`src/rtl/dot_product_collector_pkg.sv`:
```
// Shared sizing constants and FSM state encoding for the dot-product collector.
package dot_product_collector_pkg;

  // Operand width of each W / X lane.
  localparam int DW    = 4;
  // Result width: three full-scale products summed, 3*(2^4-1)^2 = 675, fits in 10 bits.
  localparam int RW    = 10;
  // Result buffer entries: up to a 3x3 result matrix.
  localparam int DEPTH = 9;
  // Width of element counts, pointers and the result index.
  localparam int IW    = 4;

  typedef enum logic [1:0] {
    IDLE    = 2'd0,
    CAPTURE = 2'd1,
    DRAIN   = 2'd2,
    DONE    = 2'd3
  } state_t;

endpackage

```
`src/rtl/dot_product_collector_dot3.sv`:
```
// Three-lane multiply-add: w1*x1 + w2*x2 + w3*x3, widened to RW bits before
// the arithmetic so no intermediate product or sum is truncated.
module dot3_unit #(
  parameter int DW = dot_product_collector_pkg::DW,
  parameter int RW = dot_product_collector_pkg::RW
) (
  input  logic [DW-1:0] i_w1,
  input  logic [DW-1:0] i_w2,
  input  logic [DW-1:0] i_w3,
  input  logic [DW-1:0] i_x1,
  input  logic [DW-1:0] i_x2,
  input  logic [DW-1:0] i_x3,
  output logic [RW-1:0] o_dot
);

  logic [RW-1:0] w_p1;
  logic [RW-1:0] w_p2;
  logic [RW-1:0] w_p3;

  // A lane carrying zero contributes nothing, so short dot products need no masking.
  assign w_p1  = RW'(i_w1) * RW'(i_x1);
  assign w_p2  = RW'(i_w2) * RW'(i_x2);
  assign w_p3  = RW'(i_w3) * RW'(i_x3);
  assign o_dot = w_p1 + w_p2 + w_p3;

endmodule

```
`src/rtl/dot_product_collector.sv`:
```
// Collects one dot product per in_valid cycle into a small result buffer, then
// streams the buffered results out in row-major order over a valid/ready port.
module dot_product_collector #(
  parameter int DW    = dot_product_collector_pkg::DW,
  parameter int RW    = dot_product_collector_pkg::RW,
  parameter int DEPTH = dot_product_collector_pkg::DEPTH
) (
  input  logic          clk,
  input  logic          rst_n,
  input  logic          start,
  input  logic [1:0]    row_w,
  input  logic [1:0]    col_x,
  input  logic          in_valid,
  input  logic [DW-1:0] in_w1,
  input  logic [DW-1:0] in_w2,
  input  logic [DW-1:0] in_w3,
  input  logic [DW-1:0] in_x1,
  input  logic [DW-1:0] in_x2,
  input  logic [DW-1:0] in_x3,
  output logic [RW-1:0] res_data,
  output logic [3:0]    res_idx,
  output logic          res_valid,
  input  logic          res_ready,
  output logic          busy,
  output logic          done,
  output logic          err
);

  import dot_product_collector_pkg::*;

  state_t        r_state;
  logic [3:0]    r_n;
  logic [3:0]    r_wr_ptr;
  logic [3:0]    r_rd_ptr;
  logic          r_res_valid;
  logic          r_busy;
  logic          r_done;
  logic          r_err;
  logic [RW-1:0] r_buf [DEPTH];

  logic [3:0]    w_n;
  logic [RW-1:0] w_dot;
  logic          w_wr_en;
  logic          w_last_wr;
  logic          w_last_rd;

  // Job size is an unsigned 2x2-bit product, 0..9.
  assign w_n       = {2'b00, row_w} * {2'b00, col_x};
  assign w_wr_en   = (r_state == CAPTURE) && in_valid;
  assign w_last_wr = (r_wr_ptr == (r_n - 4'd1));
  assign w_last_rd = (r_rd_ptr == (r_n - 4'd1));

  dot3_unit #(
    .DW (DW),
    .RW (RW)
  ) u_dot3 (
    .i_w1  (in_w1),
    .i_w2  (in_w2),
    .i_w3  (in_w3),
    .i_x1  (in_x1),
    .i_x2  (in_x2),
    .i_x3  (in_x3),
    .o_dot (w_dot)
  );

  // Result buffer: one entry written per captured lane set; wiped by reset so an
  // abandoned job leaves nothing behind.
  always_ff @(posedge clk or negedge rst_n) begin
    if (!rst_n) begin
      for (int i = 0; i < DEPTH; i++) begin
        r_buf[i] <= '0;
      end
    end else if (w_wr_en) begin
      r_buf[r_wr_ptr] <= w_dot;
    end
  end

  // Job FSM with registered status flags; pointers stop at N-1 instead of wrapping.
  always_ff @(posedge clk or negedge rst_n) begin
    if (!rst_n) begin
      r_state     <= IDLE;
      r_n         <= '0;
      r_wr_ptr    <= '0;
      r_rd_ptr    <= '0;
      r_res_valid <= 1'b0;
      r_busy      <= 1'b0;
      r_done      <= 1'b0;
      r_err       <= 1'b0;
    end else begin
      r_done <= 1'b0;
      case (r_state)
        IDLE: begin
          if (start) begin
            r_err <= 1'b0;
            r_n   <= w_n;
            if (w_n != 4'd0) begin
              r_state  <= CAPTURE;
              r_wr_ptr <= '0;
              r_rd_ptr <= '0;
              r_busy   <= 1'b1;
            end else begin
              r_state <= DONE;
              r_done  <= 1'b1;
            end
          end
        end
        CAPTURE: begin
          if (start) begin
            r_err <= 1'b1;
          end
          if (in_valid) begin
            if (w_last_wr) begin
              r_state     <= DRAIN;
              r_res_valid <= 1'b1;
            end else begin
              r_wr_ptr <= r_wr_ptr + 4'd1;
            end
          end
        end
        DRAIN: begin
          if (start || in_valid) begin
            r_err <= 1'b1;
          end
          if (res_ready) begin
            if (w_last_rd) begin
              r_state     <= DONE;
              r_res_valid <= 1'b0;
              r_busy      <= 1'b0;
              r_done      <= 1'b1;
            end else begin
              r_rd_ptr <= r_rd_ptr + 4'd1;
            end
          end
        end
        DONE: begin
          r_state <= IDLE;
        end
        default: begin
          r_state <= IDLE;
        end
      endcase
    end
  end

  // Data and index are forced to zero whenever no result is being offered.
  assign res_valid = r_res_valid;
  assign res_data  = r_res_valid ? r_buf[r_rd_ptr] : '0;
  assign res_idx   = r_res_valid ? r_rd_ptr : '0;
  assign busy      = r_busy;
  assign done      = r_done;
  assign err       = r_err;

endmodule

```
`config.mk`:
```
export PLATFORM = sky130hd
export DESIGN_NAME = dot_product_collector
export DESIGN_NICKNAME = d
export VERILOG_FILES = /design/src/rtl/dot_product_collector_pkg.sv /design/src/rtl/dot_product_collector_dot3.sv /design/src/rtl/dot_product_collector.sv
export SDC_FILE = /design/constraint.sdc
export NUM_CORES = 1
export LEC_CHECK = 0
export ABC_AREA = 1
export BUFFER_PORTS_ARGS = -buffer_cell sky130_fd_sc_hd__buf_2
export CAP_MARGIN = 20
export CORE_MARGIN = 5
export CORE_UTILIZATION = 40
export DETAILED_ROUTE_END_ITERATION = 16
export GPL_ROUTABILITY_DRIVEN = 1
export PLACE_DENSITY_LB_ADDON = 0.15
export SLEW_MARGIN = 20
export SYNTH_ARGS = -nofsm -noshare
export SYNTH_HDL_FRONTEND = slang
export SYNTH_SLANG_ARGS = --single-unit
```
`constraint.sdc`:
```
create_clock -name clk -period 3.85 [get_ports clk]
set_input_delay 0.77 -clock clk [delete_from_list [all_inputs] [get_ports clk]]
set_output_delay 0.77 -clock clk [all_outputs]
set_load 0.005 [all_outputs]
```
==> flow_metrics.tcl, run 1 <==
set metrics [dict create \
    combPwrFrac_pct 66.6 \
    grt_pass1_wl_um 32130 \
    fin_area_um2 9260 \
    cp_max_fo 9 \
    cts-buffers-inserted 9 \
    path_common_cell "fa_1" \
    grt_pass1_vias 6328 \
    synth-edff-count 0 \
    synthTopCellsByCount "251 x nand2_1, 146 x inv_1, 108 x dfrtp_1" \
    synth_ff_type "dfrtp_1" \
    finalClockSkew_ns 0.009304 \
    start_util_pct 41.01 \
    clk_latency_ns 0.36 \
    coreArea_um2 18090 \
    h-tree-depth 3 \
    yosysTopAreaCellShare_pct 36.44 \
    synth_area_um2 7417 \
    n_antenna_cell 0 \
    post-synth-top-count-cell "nand2_1" \
    rsz0062_at_grt "yes" \
    min_period_ns 4.957 \
    hold_viol 0 \
    hold_path_class "register to register" \
    fin_ws_ns -1.107 \
    worstSetupEndpointType "register" \
    die-area_um2 21370 \
    syn-num-nets 1061 \
    yosys_register_bits 108 \
    synth_cell_type_count 38 \
    numClockSinks 108 \
    gp_congestion 0.8044 \
    crit_type "input pin to register" \
    p_switching_mw 3.560 \
    die_height_um 146.2 \
    swShare_pct 46.69 \
    violations "setup timing" \
    critPathBufInv 5 \
    max-slew-margin-rel_pct 31.22 \
    final.setup.tns_ns -62.38 \
    grt_max_degree 72 \
    period_share_pct 128.8 \
    postCtsHoldBufs 0 \
    nets 1154 \
    crit_family "adder cells" \
    io_buffers 50 \
    cts_tree "done" \
    worstPathCellList "buf_8 -> nand2_4 -> inv_2 -> fa_1 -> fa_1 -> fa_1 -> inv_2 -> fa_1 -> inv_2 -> ha_4 -> a21oi_2 -> nand2_2 -> a21oi_2 -> nor2_1 -> nor2_1 -> xor2_1 -> ha_1 -> ha_4 -> a21o_1 -> a31oi_4 -> nand3b_1 -> buf_6 -> nand3_2 -> o21ai_1" \
    n_fill_cell 1739 \
    tightest_slew_ns 1.032 \
    firstDrtPassIters 5 \
    vias_per_cell 4.979 \
    synth_top_area_cell "dfrtp_1" \
    p_per_area_nw_per_um2 823.3 \
    rows 49 \
    yosysWarnings 0 \
    synth_cells 949 \
    area_growth_pct 24.85 \
    crit_required_ns 4.08 \
    seqPwrFrac_pct 21.6 \
    track_usage_pct 18.23 \
    pin_count 51 \
    final_util_pct 51.20 \
    drt-total-wl_um 18990 \
    antenna_found_initial 0 \
    clock-root-buffer "clkbuf_16" \
    status "finished with violations" \
    dp_hpwl_um 12980 \
    detail_route.iter0.violations 254 \
    synth.yosys.seq_area_share_pct 36.44 \
    ant_nets 0 \
    synth.avg_cell_area_um2 7.816 \
    via_count 6353 \
    slew_violations 0 \
    start_kind "input pin" \
    post_dp_cell_area_um2 8457 \
    fp.dieW_um 146.2 \
    ys_top_cells_by_area "dfrtp_1 36%, nand2_1 13%, ha_1 8.8%" \
    wire_per_inst_um 14.88 \
    clkTransAtPathRegs_ns 0.07 \
    maxCapViolations 0 \
    clk_path_buf_depth 2 \
    drive_gt1_share_pct 25.69 \
    setup_viol 68 \
    irDropWorstVdd_v 0.0006141 \
    power.internal_mw 4.064 \
    clock_power_share_pct 11.8 \
    crit_path_top_delay_cell "fa_1" \
    arrival_ns 5.19 \
    drc 0 \
    dp_slack_ns -1.735 \
    fmax_ghz 0.2017 \
    p_leak_nw 4.834 \
    gr-total-overflow 0 \
    async_flop_share_pct 100.0 \
    max_stage_delay_ns 0.55 \
]
[per-stage QoR]
stage               cells  hold slack, ns  power (mW)
floorplan             949          0.4366       4.328
finish               1276          0.4689       7.624
CTS                  1270          0.4716       7.339
global placement     1245          0.4518       5.525
global route         1276          0.5002       8.223
detailed placement   1245          0.4536       5.537
[sequential cells by signal (all words and copies together), names as in the netlist]
signal,flops
r_buf,90
r_n,4
r_rd_ptr,4
r_wr_ptr,4
r_state,2
busy,1
done,1
err,1
res_valid,1
[power by group through the flow]
stage / clock (mW) / sequential (mW) / combinational (mW)
2_1_floorplan: 0 / 1.62 / 2.71
3_3_place_gp: 0 / 1.66 / 3.86
3_5_place_dp: 0 / 1.66 / 3.87
4_1_cts: 0.910 / 1.65 / 4.78
5_1_grt: 0.960 / 1.69 / 5.58
6_report: 0.898 / 1.65 / 5.08
[worst paths after layout]
| check | cells after the start | from | slack [ns] | to |
|---|---|---|---|---|
| max | 24 | in_w2[3] | -1.11 | r_buf[28]$_DFFE_PN0P_ |
| min | 2 | r_buf[83]$_DFFE_PN0P_ | 0.47 | r_buf[83]$_DFFE_PN0P_ |
| max reg2reg | 9 | r_rd_ptr[2]$_DFFE_PN0P_ | 1.44 | r_rd_ptr[1]$_DFFE_PN0P_ |
| min reg2reg | 2 | r_buf[83]$_DFFE_PN0P_ | 0.47 | r_buf[83]$_DFFE_PN0P_ |
| max in group asynchronous | 2 | rst_n | 2.47 | r_buf[54]$_DFFE_PN0P_ |
| min in group asynchronous | 1 | rst_n | 0.53 | r_buf[10]$_DFFE_PN0P_ |
[placed cells by master (no fill, tap or decap), types with 23 or more instances in the layout]
cell type | synthesis | layout
ha_1 | 52 | 41
nor2_1 | 41 | 41
dfrtp_1 | 108 | 108
nand3_1 | 67 | 44
o21ai_2 | 10 | 27
buf_2 | 17 | 39
buf_4 | 4 | 45
inv_2 | 12 | 23
a21oi_1 | 40 | 33
o21ai_0 | 82 | 54
inv_1 | 146 | 134
nand2_1 | 251 | 227
fa_1 | 27 | 25
o21ai_1 | 20 | 31
[area by class of cell]
cell class,count,area (um^2),share of cell area (%)
clock inverters,6,46.29,0.4999
repair buffers,108,835.8,9.026
inverters,160,606.8,6.553
flip-flops and latches,108,2703,29.19
clock buffers,10,229.0,2.473
well taps,229,286.5,3.094
multi-input cells,655,4553,49.17
[cell families after synthesis]
family / count (synthesis) / synth area share [%]
AOI/OAI and AO/OA: 171 / 12.75
xor gates and xnor gates: 14 / 1.653
adders and majority gates: 79 / 16.06
buffers and inverters: 190 / 10.42
DFF: 108 / 36.44
muxes: 1 / 0.1518
and+or+nand+nor: 386 / 22.52
[tightest hold or removal path, stage by stage, from the launching register on]
cell     delay, ns
dfrtp_1       0.34
nand2_1       0.05
nand2_1       0.05
[metal layers]
| layer | GRT usage (%) | routed length (um) |
|---|---|---|
| met5 | 0 | 0 |
| met4 | 3.104 | 215 |
| met2 | 31.91 | 9635 |
| met1 | 24.61 | 8474 |
| met3 | 2.324 | 666 |
[what timing repair did]
| action | in CTS | in global routing |
|---|---|---|
| setup buffers | 5 | 5 |
| gates resized for setup | 75 | 49 |
| gates cloned | 4 | 1 |
| endpoints found under the setup margin | 72 | 72 |
| pin swaps | 27 | 17 |
(Power assumes the default switching activity.)
==> run 2: changes to the inputs <==
CORE_UTILIZATION = 33   (was 40)
==> run 2 against run 1 <==
Net effect: the flow still finishes with violations (setup timing); combinational power decreased by 4.1%; via count fell by 0.69%; register-to-register slack gained 0.27 ns; global-route usage down 2.8 points; utilization decreased by 8.8 points; sequential power about the same; power down 0.96%; sequential share of layout area fell by 0.19 points; non-clock buffer count stayed put; sequential cell count is the same; critical path type unchanged; highest routed layer unchanged.
==> flow_metrics.tcl, run 2 (synthesis gave the netlist of run 1 again) <==
set metrics [dict create \
    wire_per_inst_um 14.66 \
    finalClockSkew_ns 0.009115 \
    max-slew-margin-rel_pct 45.26 \
    gp_congestion 0.7869 \
    drc 0 \
    setup_viol 72 \
    h-tree-depth 3 \
    crit_path_top_delay_cell "fa_1" \
    crit_family "adder cells" \
    coreArea_um2 21960 \
    die_height_um 159.9 \
    clk_latency_ns 0.35 \
    violations "setup timing" \
    max_stage_delay_ns 0.55 \
    hold_viol 0 \
    cp_max_fo 9 \
    worstSetupEndpointType "register" \
    gr-total-overflow 0 \
    nets 1152 \
    clock_power_share_pct 13.7 \
    track_usage_pct 15.40 \
    rows 54 \
    firstDrtPassIters 4 \
    swShare_pct 44.81 \
    power.internal_mw 4.167 \
    largest_reg_flops 90 \
    arrival_ns 5.27 \
    slew_violations 0 \
    n_fill_cell 2237 \
    post_dp_cell_area_um2 8583 \
    fin_area_um2 9321 \
    p_switching_mw 3.384 \
    cts-buffers-inserted 9 \
    pin_count 51 \
    fmax_ghz 0.1981 \
    fp.dieW_um 159.9 \
    drive_gt1_share_pct 25.17 \
    die-area_um2 25570 \
    path_common_cell "fa_1" \
    worstPathCellList "buf_6 -> nand2_4 -> inv_2 -> fa_1 -> fa_1 -> fa_1 -> inv_2 -> fa_1 -> inv_2 -> ha_4 -> a21oi_2 -> nand2_2 -> a21oi_2 -> nor2_1 -> nor2_1 -> xor2_1 -> ha_1 -> ha_4 -> a21o_1 -> a31oi_4 -> nand3b_1 -> buf_6 -> nand3_1 -> o21ai_1" \
    grt_max_degree 69 \
    ant_nets 0 \
    start_kind "input pin" \
    rsz0062_at_grt "yes" \
    final_common_cell "nand2_1" \
    final_cell_mix "220 x nand2_1, 133 x inv_1, 108 x dfrtp_1" \
    power.total_mw 7.551 \
    combPwrFrac_pct 64.5 \
    postCtsHoldBufs 0 \
    crit_type "input pin to register" \
    area_growth_pct 25.67 \
    maxCapViolations 0 \
    via_count 6309 \
    seqPwrFrac_pct 21.8 \
    numClockSinks 108 \
    n_antenna_cell 0 \
    clkTransAtPathRegs_ns 0.08 \
    irDropWorstVdd_v 0.0004264 \
    io_buffers 50 \
    cts_tree "done" \
    regMostFlops "r_buf" \
    grt_pass1_wl_um 32710 \
    clk_path_buf_depth 2 \
    detail_route.iter0.violations 251 \
    reg2reg_to "r_state[0]$_DFFE_PN0P_" \
    p_per_area_nw_per_um2 810.1 \
    p_leak_nw 4.843 \
    status "finished with violations" \
    period_share_pct 131.1 \
    reg2reg_depth 9 \
    r2r-start "r_rd_ptr[2]$_DFFE_PN0P_" \
    fin_ws_ns -1.198 \
    antenna_found_initial 0 \
    min_period_ns 5.048 \
    hold_path_class "input pin to async pin" \
    clock-root-buffer "clkbuf_16" \
    crit_required_ns 4.07 \
    grt_pass1_vias 6332 \
    dp_hpwl_um 13710 \
    vias_per_cell 4.762 \
    critPathBufInv 5 \
    tightest_slew_ns 0.8212 \
    drt-total-wl_um 19430 \
    rrSetupSlack_ns 1.71 \
    start_util_pct 33.78 \
]
run 2: how the worst max path moves through the flow:
stage	start	cells after the start	to
after floorplan	in_w2[3]	22	r_buf[28]$_DFFE_PN0P_
after global placement	in_x2[1]	24	r_buf[68]$_DFFE_PN0P_
after detailed placement	in_w2[3]	21	r_buf[78]$_DFFE_PN0P_
after CTS	in_w2[3]	24	r_buf[28]$_DFFE_PN0P_
after global routing	in_w2[3]	25	r_buf[29]$_DFFE_PN0P_
final	in_w2[3]	24	r_buf[38]$_DFFE_PN0P_
run 2: final cells by class:
class / count / area [um^2] / share of cell area, %
multi-input cells: 653 / 4461 / 47.85
flip-flops and latches: 108 / 2703 / 28.99
repair buffers: 108 / 874.6 / 9.383
inverters: 160 / 606.8 / 6.510
well taps: 280 / 350.3 / 3.758
clock buffers: 11 / 242.7 / 2.604
clock inverters: 5 / 83.83 / 0.8993
run 2: power by group through the flow:
stage	Sequential [mW]	Clock [mW]	Combinational [mW]
6_report	1.65	1.03	4.87
5_1_grt	1.69	1.09	5.40
4_1_cts	1.64	1.04	4.54
3_5_place_dp	1.66	0	3.99
3_3_place_gp	1.66	0	3.99
2_1_floorplan	1.62	0	2.71
run 2: through the flow:
step | util [%] | hold WS [ns] | std cells | TNS, ns | setup slack, ns
6_report | 42.45 | 0.4042 | 1325 | -65.45 | -1.198
5_1_grt | 42.45 | 0.4525 | 1325 | -78.75 | -1.421
4_1_cts | 41.62 | 0.4201 | 1321 | -63.42 | -1.172
3_5_place_dp | 39.09 | 0.4531 | 1301 | -99.60 | -1.657
3_3_place_gp | 39.09 | 0.4521 | 1301 | -98.68 | -1.657
2_1_floorplan | - | 0.4366 | 949 | -70.29 | -1.271
run 2: metal layers:
layer	vias up	GRT usage, %	wire length, um
met3	12	2.010	435
met2	59	27.19	9652
met1	3036	20.50	9170
li1	3202	-	-
met4	0	2.659	171
met5	-	0	0
run 2: what timing repair did:
action	in CTS	in global routing
setup endpoints to repair	72	72
gates cloned	2	2
buffers inserted	2	4
pin swaps	8	29
gates resized for setup	70	44
